File: config.mk
export PLATFORM = sky130hd
export DESIGN_NAME = bsg_rr_arb_one_hot
export DESIGN_NICKNAME = d
export VERILOG_FILES = /design/src/rtl/bsg_rr_arb_pkg.sv /design/src/rtl/bsg_rr_mask_pick.sv /design/src/rtl/bsg_rr_arb_one_hot.sv
export SDC_FILE = /design/constraint.sdc
export NUM_CORES = 1
export LEC_CHECK = 0
export BUFFER_PORTS_ARGS = -buffer_cell sky130_fd_sc_hd__buf_2
export CELL_PAD_IN_SITES_DETAIL_PLACEMENT = 1
export CELL_PAD_IN_SITES_GLOBAL_PLACEMENT = 2
export CORE_UTILIZATION = 33
export CTS_CLUSTER_SIZE = 24
export DETAILED_ROUTE_END_ITERATION = 8
export HOLD_SLACK_MARGIN = 0.03
export PLACE_DENSITY_LB_ADDON = 0.05
export SETUP_SLACK_MARGIN = 0.02
export SYNTH_ARGS = -nofsm -noshare
export SYNTH_HDL_FRONTEND = slang
export SYNTH_SLANG_ARGS = --single-unit
File: constraint.sdc
create_clock -name clk_i -period 6.9 [get_ports clk_i]
set_input_delay 0.345 -clock clk_i [delete_from_list [all_inputs] [get_ports clk_i]]
set_output_delay 0.345 -clock clk_i [all_outputs]
set_load 0.005 [all_outputs]
File: src/rtl/bsg_rr_arb_pkg.sv
// Shared types for the round-robin one-hot arbiter.
package bsg_rr_arb_pkg;

  typedef enum logic {
    IDLE  = 1'b0,
    GRANT = 1'b1
  } rr_arb_state_e;

endpackage

File: src/rtl/bsg_rr_mask_pick.sv
// Combinational rotate/first-set/unrotate pick: scans from the slot after
// `last` in the configured direction, checking `last` itself at the end.
module bsg_rr_mask_pick #(
  parameter int width_p    = 4,
  parameter bit lo_to_hi_p = 1'b1,
  localparam int iw_lp     = $clog2(width_p)
) (
  input  logic [width_p-1:0] reqs,
  input  logic [iw_lp-1:0]   last,
  output logic [width_p-1:0] pick,
  output logic               any_v
);

  logic [iw_lp-1:0] idx;
  logic             found;

  always_comb begin
    pick  = '0;
    found = 1'b0;
    idx   = '0;
    for (int k = 1; k <= width_p; k++) begin
      if (lo_to_hi_p) begin
        idx = iw_lp'((int'(last) + k) % width_p);
      end else begin
        idx = iw_lp'((int'(last) + width_p - k) % width_p);
      end
      if (!found && reqs[idx]) begin
        pick[idx] = 1'b1;
        found     = 1'b1;
      end
    end
  end

  assign any_v = found;

endmodule

File: src/rtl/bsg_rr_arb_one_hot.sv
// Registered round-robin arbiter with sticky one-hot grant.
// Optional burst lock enabled by defining BSG_RR_ARB_LOCK_EN (adds lock_i).
module bsg_rr_arb_one_hot
  import bsg_rr_arb_pkg::*;
#(
  parameter int width_p    = 4,
  parameter bit lo_to_hi_p = 1'b1,
  localparam int iw_lp     = $clog2(width_p)
) (
  input  logic               clk_i,
  input  logic               reset_n_i,
  input  logic [width_p-1:0] reqs_i,
  input  logic               yumi_i,
`ifdef BSG_RR_ARB_LOCK_EN
  input  logic               lock_i,
`endif
  output logic [width_p-1:0] grants_o,
  output logic [iw_lp-1:0]   grant_id_o,
  output logic               v_o,
  output rr_arb_state_e      state_o
);

  // Handshake: v_o/grants_o form a valid that stays asserted and unchanged
  // until the cycle yumi_i is high; yumi_i with v_o low is ignored.

  localparam logic [iw_lp-1:0] last_init_lp =
    lo_to_hi_p ? iw_lp'(width_p - 1) : '0;

  rr_arb_state_e      state_r, state_n;
  logic [width_p-1:0] grant_r, grant_n;
  logic [iw_lp-1:0]   last_r, last_n;
  logic [iw_lp-1:0]   pick_last;
  logic [width_p-1:0] pick;
  logic               pick_v;
  logic               lock_w;
  logic               accept;

`ifdef BSG_RR_ARB_LOCK_EN
  assign lock_w = lock_i;
`else
  assign lock_w = 1'b0;
`endif

  assign accept = (state_r == GRANT) && yumi_i;

  // The accepted index becomes the new pointer in the same cycle it is accepted.
  assign pick_last = (accept && !lock_w) ? grant_id_o : last_r;

  bsg_rr_mask_pick #(
    .width_p   (width_p),
    .lo_to_hi_p(lo_to_hi_p)
  ) u_pick (
    .reqs (reqs_i),
    .last (pick_last),
    .pick (pick),
    .any_v(pick_v)
  );

  always_ff @(posedge clk_i or negedge reset_n_i) begin
    if (!reset_n_i) begin
      state_r <= IDLE;
      grant_r <= '0;
      last_r  <= last_init_lp;
    end else begin
      state_r <= state_n;
      grant_r <= grant_n;
      last_r  <= last_n;
    end
  end

  always_comb begin
    state_n = state_r;
    grant_n = grant_r;
    last_n  = last_r;
    unique case (state_r)
      IDLE: begin
        if (pick_v) begin
          grant_n = pick;
          state_n = GRANT;
        end
      end
      GRANT: begin
        if (yumi_i) begin
          last_n = pick_last;
          if (lock_w && reqs_i[grant_id_o]) begin
            grant_n = grant_r;
          end else if (pick_v) begin
            grant_n = pick;
          end else begin
            grant_n = '0;
            state_n = IDLE;
          end
        end
      end
      default: begin
        state_n = IDLE;
        grant_n = '0;
      end
    endcase
  end

  always_comb begin
    grant_id_o = '0;
    for (int i = 0; i < width_p; i++) begin
      if (grant_r[i]) begin
        grant_id_o = grant_id_o | iw_lp'(i);
      end
    end
  end

  assign grants_o = grant_r;
  assign v_o      = (state_r == GRANT);
  assign state_o  = state_r;

endmodule

== Word-level counts from Yosys, hierarchy flattened ==
Cells that the tools add are included.

* Register bits: 7
* Bits of input ports: 7
* Logic and storage cells: 69

* $add $sub $neg: 4
* $lt $le $gt $ge: 8
* Equal/unequal tests: 2
* Multiplexer cells: 35
* Bitwise operators: 4
* Reductions and logical operators: 13

{| class="wikitable"
|+ Operators by type and width
! cell !! number
|-
| two-way mux 4 bit || 7
|-
| two-way mux 1 bit || 15
|-
| < comparator 2 x 3 -> 1 bit, second input constant || 4
|-
| OR 4 bit || 3
|-
| binary-select mux 1 bit (select 2 bit) || 4
|-
| demux 1 bit (select 2 bit) || 4
|-
| >= comparator 2 x 1 -> 1 bit, second input constant || 4
|-
| logical AND 1 bit || 8
|-
| case mux 4 bit (2 select lines) || 1
|-
| two-way mux 2 bit || 3
|-
| adder 2 x 1 -> 2 bit, second input constant || 2
|-
| adder 2 bit, second input constant || 2
|-
| != test 2 bit, second input constant || 2
|-
| AND reduction 2 bit || 2
|-
| logical NOT 1 bit || 3
|-
| case mux 1 bit (2 select lines) || 1
|-
| NOT 1 bit || 1
|}

== Depth between registers and ports, before layout ==
Gate-level depths: netlist of run 1.

* Depth in word-level cells: 20
* Mapped depth: 10
* Gate-level depth less buffers: 10

== By module ==
From an unflattened synthesis of run 1, not the netlist that was laid out.

* Cells, all modules: 70
* Area total of the unflattened synthesis: 729.4 µm²

{| class="wikitable"
|+ By module, submodules not included
! module !! times used !! cells each !! area an instance (µm²) !! sequential area each (µm²)
|-
| bsg_rr_mask_pick || 1 || 48 || 415.4 || 0.0
|-
| bsg_rr_arb_one_hot || 1 || 22 || 314.1 || 177.7
|}

== Worst setup path before layout of run 1 ==
No wires, ideal clock.

* Kind: register to register
* From: register state_r (netlist: state_o)
* To: register grant_r[0] (netlist: grants_o[0])
* Arrival time: 2.598 ns
* Data required time: 6.818 ns
* Slack: 4.220 ns
* Cell stages (with the launch flop): 11
* Clock period less this slack: 2.680 ns
* Cell sequence: dfrtp_1 and4bb_2 nor2_2 inv_1 ha_1 or3b_2 a211oi_1 nor2_1 nor2_1 mux2i_1 a31oi_1

* Cells in the longest elaborated chain, start to end: 18

{| class="wikitable"
|+ Ends and longest elaborated chain
! what !! line !! source
|-
| start, declared || bsg_rr_arb_one_hot.sv:29 || <nowiki>rr_arb_state_e state_r, state_n;</nowiki>
|-
| start signal, assigned || bsg_rr_arb_one_hot.sv:65 || <nowiki>state_r <= state_n;</nowiki>
|-
| logical AND 1 bit (*) || bsg_rr_arb_one_hot.sv:44 || <nowiki>assign accept = (state_r == GRANT) && yumi_i;</nowiki>
|-
| two-way mux 2 bit (*) || bsg_rr_arb_one_hot.sv:47 || <nowiki>assign pick_last = (accept && !lock_w) ? grant_id_o : last_r;</nowiki>
|-
| net pick_last[0] || bsg_rr_arb_one_hot.sv:32 || <nowiki>logic [iw_lp-1:0] pick_last;</nowiki>
|-
| parallel branches: the longest is 16 deep, another holds < comparator 2 x 3 -> 1 bit || - ||
|-
| end signal, assigned || bsg_rr_arb_one_hot.sv:66 || <nowiki>grant_r <= grant_n;</nowiki>
|-
| end, declared || bsg_rr_arb_one_hot.sv:30 || <nowiki>logic [width_p-1:0] grant_r, grant_n;</nowiki>
|}

Mark *: on every way through the listed nets, which the timed path passes. The select of a mux whose other input is x is not followed.
A chain may end at the register's enable or synchronous reset.

== Worst setup path in the final report of run 1 ==
* From: register state_r (netlist: state_o)
* To: register grant_r[3] (netlist: grants_o[3])

The elaborated chain is that of the path after synthesis.

==> impl_metrics.json, run 1 <==
{
  "status": "finished clean",
  "cts_sinks": 7,
  "cts.reportedPaths.clkPinSlew_ns": 0.05,
  "slowest_stage": "or3b_2",
  "crit_fanout": 9,
  "max-slew-margin-rel_pct": 64.39,
  "tritoncts": "yes",
  "synth_seq_cells": 7,
  "synth_most_common_cell": "nor2_1",
  "crit_chain": "and4bb_2 -> nor2_2 -> inv_1 -> ha_1 -> or3b_2 -> a211oi_1 -> nor2_1 -> nor2_1 -> mux2i_1 -> a31oi_1",
  "netlist.area_leader.share_pct": 17.04,
  "syn_inst": 87,
  "yosys-top-cells-area": "dfrtp_1 (17%), ha_1 (12%), mux2i_1 (8.2%)",
  "num_rows": 16,
  "synth.yosys.seq_area_share_pct": 24.19,
  "cp.arrival_ns": 3.12,
  "cts-htree-levels": 1,
  "fp.dieH_um": 49.18,
  "start_util_pct": 36.32,
  "worst_hold_slack_ns": 0.3622,
  "whs_path_depth": 2,
  "ys_types": 33,
  "routed_via_density": 5.265,
  "setup_tns_ns": 0,
  "async_reset_ff_share_pct": 100.0,
  "overflow": 0,
  "clk_latency_ns": 0.24,
  "layout_setup_ws_ns": 3.940,
  "worst_ep_required_time_ns": 7.06,
  "powerDensity_nw_per_um2": 238.4,
  "synth_nets": 101,
  "fin_nets": 120,
  "cp-start-kind": "flop",
  "maxCapViolations": 0,
  "drc": 0,
  "drt_wl_total_mm": 1.847,
  "rsz0062_at_grt": "false",
  "dieArea_um2": 2418,
  "num-fill-cells": 262,
  "dp_slack_ns": 3.915,
  "antenna_found_initial": 0,
  "min_period_ns": 2.960,
  "cp_slowest_stage_delay_ns": 0.48,
  "numPortBuffers": 14,
  "area_growth_pct": 18.06,
  "cts-buffers-inserted": 3,
  "die_w_um": 49.18,
  "drt_iter0_drc": 2,
  "ir_worst_vdd_v": 0.00008053,
  "finalHoldViolCount": 0,
  "place.gp.congestion": 0.7884,
  "insertedDiodeCount": 0,
  "final-setup-viol-count": 0,
  "hp-class": "input port to flop",
  "ys_warn_count": 0,
  "grt_max_degree": 10,
  "ys.flop_type": "dfrtp_1",
  "max_freq_mhz": 337.8,
  "ant_nets": 0,
  "synth_edf_count": 0,
  "dr.pass1.iters": 4,
  "core_area_um2": 2022,
  "synth_top_cell_by_area": "dfrtp_1",
  "clk_path_buf_depth": 2,
  "wire_per_inst_um": 13.99,
  "dp_hpwl_mm": 1.498,
  "tightest_slew_ns": 0.5293,
  "cpMostUsedCell": "nor2_1",
  "syn_avg_cell_area_um2": 8.442,
  "vias": 695,
  "worst-setup-path-type": "flop to flop",
  "slew_violations": 0,
  "syn_area_um2": 734.5,
  "root_buffer": "clkbuf_4",
  "grt_pass1_wl_mm": 3.194,
  "reg2reg_depth": 10,
  "fin_crit_sh_pct": 42.91,
  "grt_pass1_vias": 683,
  "finalClockSkew_ns": 0.0001817,
  "cts_resized": 0,
  "endpoint_kind": "flop",
  "drive_above_1_share_pct": 28.57,
  "leakagePower_nw": 0.3991,
  "ios": 15,
  "synth_common_cells": "nor2_1 (12), a21oi_1 (11), inv_1 (9)",
  "grt.total_usage_pct": 17.51
}
[metrics by stage]
| step | utilization, % | area, µm² | cells | power [W] |
|---|---|---|---|---|
| global route | 42.88 | 867.1 | 132 | 0.0002259 |
| global placement | 41.09 | 830.8 | 127 | 0.0001686 |
| floorplan | - | 734.5 | 87 | 0.0001377 |
| CTS | 42.88 | 867.1 | 132 | 0.0002099 |
| detailed placement | 41.09 | 830.8 | 127 | 0.0001721 |
| finish | 42.88 | 867.1 | 132 | 0.0002067 |
[layout by cell type (no fill, tap or decap), drive strengths merged, types with 2 or more instances in the layout]
cell type and instances:
buf 14, nor2 13, a21oi 11, inv 10, ha 7, mux2i 6
dfrtp 5, nand3 4, a31oi 4, clkbuf 4, nand2b 2, nand3b 2
or3b 2, dfstp 2, nand2 2, nand4 2, or4 2
[where the power goes]
part	switching (W)	internal [W]	total, W
clock	0.0000142	0.0000220	0.0000362
combinational	0.0000658	0.0000475	0.000113
sequential	0.00000562	0.0000516	0.0000572
[per-layer routing]
metal | GRT usage (%) | routed length [µm] | vias up
met3 | 1.869 | 48 | 2
met2 | 30.59 | 894 | 13
met5 | 0 | 0 | -
li1 | - | - | 348
met1 | 20.38 | 877 | 332
met4 | 10.29 | 27 | 0
[flip-flops by register name (all words and copies together) (netlist names)]
register	flops
grants_o	4
state_o	1
last_r	2
[kinds of logic (layout without fill, tap and decap cells)]
logic type | after synthesis | after routing | share of synthesized area, %
and+or+nand+nor | 34 | 34 | 27.60
DFF | 7 | 7 | 24.19
buffers and inverters | 11 | 29 | 6.132
AOI/OAI and AO/OA | 20 | 20 | 17.38
muxes | 8 | 8 | 12.78
adders and majority gates | 7 | 7 | 11.92
[critical path: cells and delay by family, from the launching register on]
kind	cells	cell delay [ns]
buf+inv	1	0.18
simple gates	5	1.36
fa+ha+maj	1	0.39
flops	1	0.47
compound gates	2	0.40
mux	1	0.08
[final cells by class]
type / instances / area [µm²] / area share, %
inverter: 10 / 37.54 / 4.329
tap: 27 / 33.78 / 3.896
timing repair buffer: 15 / 80.08 / 9.235
sequential: 7 / 177.7 / 20.49
multi-input combinational: 69 / 511.7 / 59.02
clock buffer: 4 / 26.28 / 3.030
[repair_timing]
action | CTS | global route
setup endpoints to repair | 0 | 0
setup buffers | 0 | 0
hold buffers | 1 | 0
endpoints found under the hold margin | 5 | 0
[worst paths after layout]
path                                  start  slack [ns]          end
worst max-delay path                state_o        3.94  grants_o[3]
worst min-delay path                 yumi_i        0.36      state_o
worst max register to register      state_o        3.94  grants_o[3]
worst min register to register  grants_o[0]        0.59  grants_o[0]
max in group asynchronous         reset_n_i        6.21    last_r[1]
min in group asynchronous         reset_n_i        0.46      state_o
Power figures use the tool's default switching activity.
==> run 2, diff against run 1 <==
--- a/config.mk
+++ b/config.mk
@@ -5,10 +5,11 @@
 export SDC_FILE = /design/constraint.sdc
 export NUM_CORES = 1
 export LEC_CHECK = 0
+export ABC_AREA = 1
 export BUFFER_PORTS_ARGS = -buffer_cell sky130_fd_sc_hd__buf_2
 export CELL_PAD_IN_SITES_DETAIL_PLACEMENT = 1
 export CELL_PAD_IN_SITES_GLOBAL_PLACEMENT = 2
-export CORE_UTILIZATION = 33
+export CORE_UTILIZATION = 27
 export CTS_CLUSTER_SIZE = 24
 export DETAILED_ROUTE_END_ITERATION = 8
 export HOLD_SLACK_MARGIN = 0.03
==> constraint.sdc (replaced) <==
create_clock -name clk_i -period 2.6 [get_ports clk_i]
set_input_delay 0.13 -clock clk_i [delete_from_list [all_inputs] [get_ports clk_i]]
set_output_delay 0.13 -clock clk_i [all_outputs]
set_load 0.005 [all_outputs]
==> impl_metrics.json, run 2 <==
{
  "synth_edf_count": 0,
  "die_w_um": 58.92,
  "cts_sinks": 7,
  "fin_nets": 162,
  "rsz0062_at_grt": "false",
  "num-fill-cells": 404,
  "routed_via_density": 4.518,
  "dieArea_um2": 3471,
  "core_area_um2": 3053,
  "crit_fanout": 11,
  "grt.total_usage_pct": 14.92,
  "area_growth_pct": 19.17,
  "fin_crit_sh_pct": 86.85,
  "final_core_util_pct": 34.14,
  "drc": 0,
  "syn_avg_cell_area_um2": 6.833,
  "ios": 15,
  "max_freq_mhz": 442.9,
  "synth_nets": 142,
  "synth_seq_cells": 7,
  "overflow": 0,
  "slew_violations": 0,
  "final_cell_mix": "nand2_1 (34), nand3_1 (28), inv_1 (19), buf_2 (14), nor2_1 (10)",
  "fp.dieH_um": 58.92,
  "maxCapViolations": 0,
  "powerDensity_nw_per_um2": 1334,
  "max-slew-margin-rel_pct": 80.93,
  "ant_nets": 0,
  "endpoint_kind": "flop",
  "vias": 863,
  "drive_above_1_share_pct": 24.49,
  "root_buffer": "clkbuf_4",
  "tritoncts": "yes",
  "ir_worst_vdd_v": 0.0003147,
  "syn_area_um2": 874.6,
  "leakagePower_nw": 0.5811,
  "cp-start-kind": "flop",
  "synth.yosys.seq_area_share_pct": 20.31,
  "ys_warn_count": 0,
  "syn_inst": 128,
  "dp_slack_ns": 0.1217,
  "cp.arrival_ns": 2.41,
  "num_rows": 20,
  "finalClockSkew_ns": 0.004794,
  "netlist.area_leader.share_pct": 16.02,
  "final-setup-viol-count": 0,
  "multi_input_area_um2": 613.1,
  "min_period_ns": 2.258,
  "status": "finished clean",
  "ys_types": 19,
  "cts-htree-levels": 1,
  "yosys-top-cells-area": "nand3_1 (16%), nand2_1 (15%), dfrtp_1 (14%)",
  "worst_ep_required_time_ns": 2.75,
  "grt_max_degree": 12,
  "worst-setup-path-type": "flop to flop",
  "cts-buffers-inserted": 3,
  "worst_hold_slack_ns": 0.2447,
  "synth_common_cells": "nand2_1 (34), nand3_1 (28), inv_1 (19)",
  "antenna_found_initial": 0,
  "clk_path_buf_depth": 2,
  "wire_per_inst_um": 12.39,
  "insertedDiodeCount": 0,
  "synth_most_common_cell": "nand2_1",
  "tightest_slew_ns": 0.2849,
  "grt_pass1_wl_mm": 3.870,
  "start_util_pct": 28.65,
  "mostFrequentLayoutCell": "nand2_1",
  "clk_latency_ns": 0.25,
  "hp-class": "input port to asynchronous set/reset pin",
  "ys.flop_type": "dfrtp_1",
  "dp_hpwl_mm": 2.034,
  "finalHoldViolCount": 0,
  "place.gp.congestion": 0.7953,
  "setup_tns_ns": 0,
  "numPortBuffers": 14,
  "largest_reg_flops": 4,
  "layout_setup_ws_ns": 0.3420,
  "regArea_um2": 177.7,
  "drt_wl_total_mm": 2.367,
  "drt_iter0_drc": 21,
  "grt_pass1_vias": 847,
  "dr.pass1.iters": 4,
  "async_reset_ff_share_pct": 100.0,
  "cts.reportedPaths.clkPinSlew_ns": 0.06,
  "synth_top_cell_by_area": "nand3_1"
}
-- run 2: worst paths after layout --
kind / slack, ns / to / start / depth (start not counted)
max in group asynchronous: 2.12 / last_r[1] / reset_n_i / 2
min in group clk_i: 0.30 / grants_o[3] / yumi_i / 4
min: 0.24 / grants_o[0] / reset_n_i / 2
max reg2reg: 0.34 / grants_o[2] / state_o / 14
max: 0.34 / grants_o[2] / state_o / 14
min reg2reg: 0.52 / grants_o[0] / grants_o[0] / 2
-- run 2: routing by layer --
| metal | global-route usage (%) | part of all wire, % | vias up |
|---|---|---|---|
| met5 | 0 | 0 | - |
| met2 | 26.79 | 52 | 10 |
| met3 | 3.297 | 1.7 | 0 |
| li1 | - | - | 445 |
| met4 | 2.041 | 0 | 0 |
| met1 | 18.53 | 47 | 408 |
-- run 2: area by class of cell --
| cell class | instances | area share (%) |
|---|---|---|
| clock buffers | 4 | 2.521 |
| inverters | 20 | 7.203 |
| multi-input cells | 99 | 58.82 |
| flip-flops and latches | 7 | 17.05 |
| well taps | 44 | 5.282 |
| repair buffers | 17 | 9.124 |
-- run 2: logic make-up (layout without fill, tap and decap cells) --
logic type                 Yosys count  in the layout  share of synthesized area [%]
AOI/OAI and AO/OA                    2              2                          2.432
buffers and inverters               22             41                          10.73
DFF                                  7              7                          20.31
and+or+nand+nor                     90             90                          56.51
adders and majority gates            7              7                          10.01
-- run 2: worst max-delay path, cell delays in order (launching register included) --
cell     delay (ns)
dfrtp_1        0.43
nand2_4        0.18
inv_1          0.11
nand2_4        0.13
nand2_8        0.10
ha_1           0.35
inv_1          0.08
nand3_1        0.10
nand2_2        0.13
nor2_8         0.18
nand3_4        0.08
nand2_4        0.10
nand2_4        0.06
nand2_1        0.07
nand2_1        0.05
-- run 2: where the power goes --
part	internal, W	total, W	switching [W]
clock network	0.0000590	0.000105	0.0000457
logic	0.000360	0.00109	0.000728
registers	0.000163	0.000197	0.0000337
-- run 2: timing repair --
| item | 4_1_cts | 5_1_grt |
|---|---|---|
| hold endpoints to repair | 7 | 0 |
| buffers inserted | 0 | 1 |
| gates resized for setup | 0 | 2 |
| hold buffers | 1 | 0 |
| endpoints found under the setup margin | 0 | 4 |
-- run 2: stage by stage --
step / total power [W] / area, µm² / instances
6_report: 0.001390 / 1042 / 191
5_1_grt: 0.001555 / 1042 / 191
4_1_cts: 0.001406 / 1025 / 190
3_5_place_dp: 0.001297 / 988.4 / 185
3_3_place_gp: 0.001290 / 988.4 / 185
2_1_floorplan: 0.001027 / 874.6 / 128
==> run 3, diff against run 2 <==
--- a/config.mk
+++ b/config.mk
@@ -9,7 +9,8 @@
 export BUFFER_PORTS_ARGS = -buffer_cell sky130_fd_sc_hd__buf_2
 export CELL_PAD_IN_SITES_DETAIL_PLACEMENT = 1
 export CELL_PAD_IN_SITES_GLOBAL_PLACEMENT = 2
-export CORE_UTILIZATION = 27
+export CORE_UTILIZATION = 28
+export CTS_BUF_LIST = sky130_fd_sc_hd__clkbuf_8
 export CTS_CLUSTER_SIZE = 24
 export DETAILED_ROUTE_END_ITERATION = 8
 export HOLD_SLACK_MARGIN = 0.03
==> impl_metrics.json, run 3 (synthesized netlist as in run 2, its figures left out) <==
{
  "root_buffer": "clkbuf_8",
  "final_core_util_pct": 36.45,
  "start_util_pct": 30.66,
  "die_w_um": 57.89,
  "tritoncts": "yes",
  "hp-class": "input port to flop",
  "antenna_found_initial": 0,
  "area_growth_pct": 18.88,
  "grt_max_degree": 12,
  "finalClockSkew_ns": 0.0007040,
  "ios": 15,
  "wire_per_inst_um": 12.58,
  "fin_crit_sh_pct": 87.55,
  "min_period_ns": 2.276,
  "cp.arrival_ns": 2.40,
  "cp-start-kind": "flop",
  "status": "finished with violations",
  "cts-htree-levels": 1,
  "cts-buffers-inserted": 3,
  "vias": 860,
  "core_area_um2": 2853,
  "ir_worst_vdd_v": 0.0006197,
  "final_cell_mix": "nand2_1 (34), nand3_1 (28), inv_1 (20), buf_2 (14), nor2_1 (10)",
  "dr.pass1.iters": 6,
  "max_freq_mhz": 439.3,
  "max-slew-margin-rel_pct": 78.62,
  "worst_ep_required_time_ns": 2.72,
  "clk_latency_ns": 0.23,
  "powerDensity_nw_per_um2": 1359,
  "clk_path_buf_depth": 2,
  "drc": 1,
  "grt_pass1_vias": 808,
  "drt_iter0_drc": 14,
  "finalHoldViolCount": 0,
  "worst-setup-path-type": "flop to flop",
  "dieArea_um2": 3351,
  "numPortBuffers": 14,
  "fp.dieH_um": 57.89,
  "dp_hpwl_mm": 1.879,
  "placed_cell_area_um2": 964.7,
  "leakagePower_nw": 0.5897,
  "setup_tns_ns": 0,
  "final_area_um2": 1040,
  "drt_wl_total_mm": 2.240,
  "tightest_slew_ns": 0.3195,
  "drive_above_1_share_pct": 24.49,
  "fin_nets": 162,
  "rsz0062_at_grt": "false",
  "crit_fanout": 11,
  "largest_reg_flops": 4,
  "grt_pass1_wl_mm": 3.857,
  "routed_via_density": 4.831,
  "maxCapViolations": 0,
  "mostFrequentLayoutCell": "nand2_1",
  "cts.reportedPaths.clkPinSlew_ns": 0.04,
  "ant_nets": 0,
  "final-setup-viol-count": 0,
  "place.gp.congestion": 0.7659,
  "cts_sinks": 7,
  "grt.total_usage_pct": 15.43,
  "overflow": 0,
  "endpoint_kind": "flop",
  "num_rows": 19,
  "slew_violations": 0,
  "insertedDiodeCount": 0,
  "violations": "DRC"
}
[run 3: layout make-up]
cell class                 count  area, µm²
clock inverter                 1      3.754
inverter                      20      75.07
multi-input combinational     99      608.1
fill                         377       1813
clock buffer                   3      41.29
timing repair buffer          17      95.09
sequential                     7      177.7
tap                           31      38.79
[run 3: final timing paths]
kind / start / cells past startpoint / slack [ns] / end
min in group asynchronous: reset_n_i / 2 / 0.27 / grants_o[3]
setup reg to reg: state_o / 14 / 0.32 / grants_o[2]
hold / removal: yumi_i / 3 / 0.26 / last_r[1]
setup / recovery: state_o / 14 / 0.32 / grants_o[2]
hold reg to reg: grants_o[0] / 2 / 0.52 / grants_o[0]
max in group asynchronous: reset_n_i / 2 / 2.10 / last_r[0]
[run 3: metrics by stage]
step / std cells / hold WS [ns] / setup slack, ns / power [W]
detailed placement: 171 / -0.02319 / 0.1317 / 0.001264
CTS: 176 / 0.2716 / 0.1247 / 0.001428
global route: 178 / 0.3113 / 0.03297 / 0.001597
global placement: 171 / -0.02242 / 0.1731 / 0.001266
floorplan: 128 / -0.1656 / 0.4882 / 0.001027
finish: 178 / 0.2644 / 0.3237 / 0.001413
[run 3: per-layer routing]
layer / vias up / track usage (%) / wire (µm)
met3: 5 / 4.018 / 53
met2: 10 / 24.47 / 1066
met5: - / 0 / 0
met1: 399 / 20.83 / 1090
li1: 446 / - / -
met4: 0 / 4.082 / 29
[run 3: critical path, stage by stage, from the launching register on]
cell and delay (ns):
dfrtp_1 0.42, nand2_4 0.16, inv_1 0.08, nand2_2 0.18
nand2_8 0.12, ha_1 0.35, inv_1 0.08, nand3_1 0.08
nand2_1 0.13, nand3_1 0.20, nor2_1 0.06, nor2_1 0.12
nand2_1 0.07, nand2_1 0.06, nand2_1 0.05
[run 3: what timing repair did]
item | in CTS | in global routing
resized for setup | 0 | 1
buffers inserted | 0 | 2
setup endpoints to repair | 0 | 4
endpoints found under the hold margin | 7 | 0
hold buffers | 1 | 0
[run 3: power breakdown]
part / internal, W / total, W / switching (W)
clock network: 0.000103 / 0.000155 / 0.0000524
registers: 0.000164 / 0.000195 / 0.0000317
logic: 0.000350 / 0.00106 / 0.000713
total: 0.000616 / 0.00141 / 0.000797
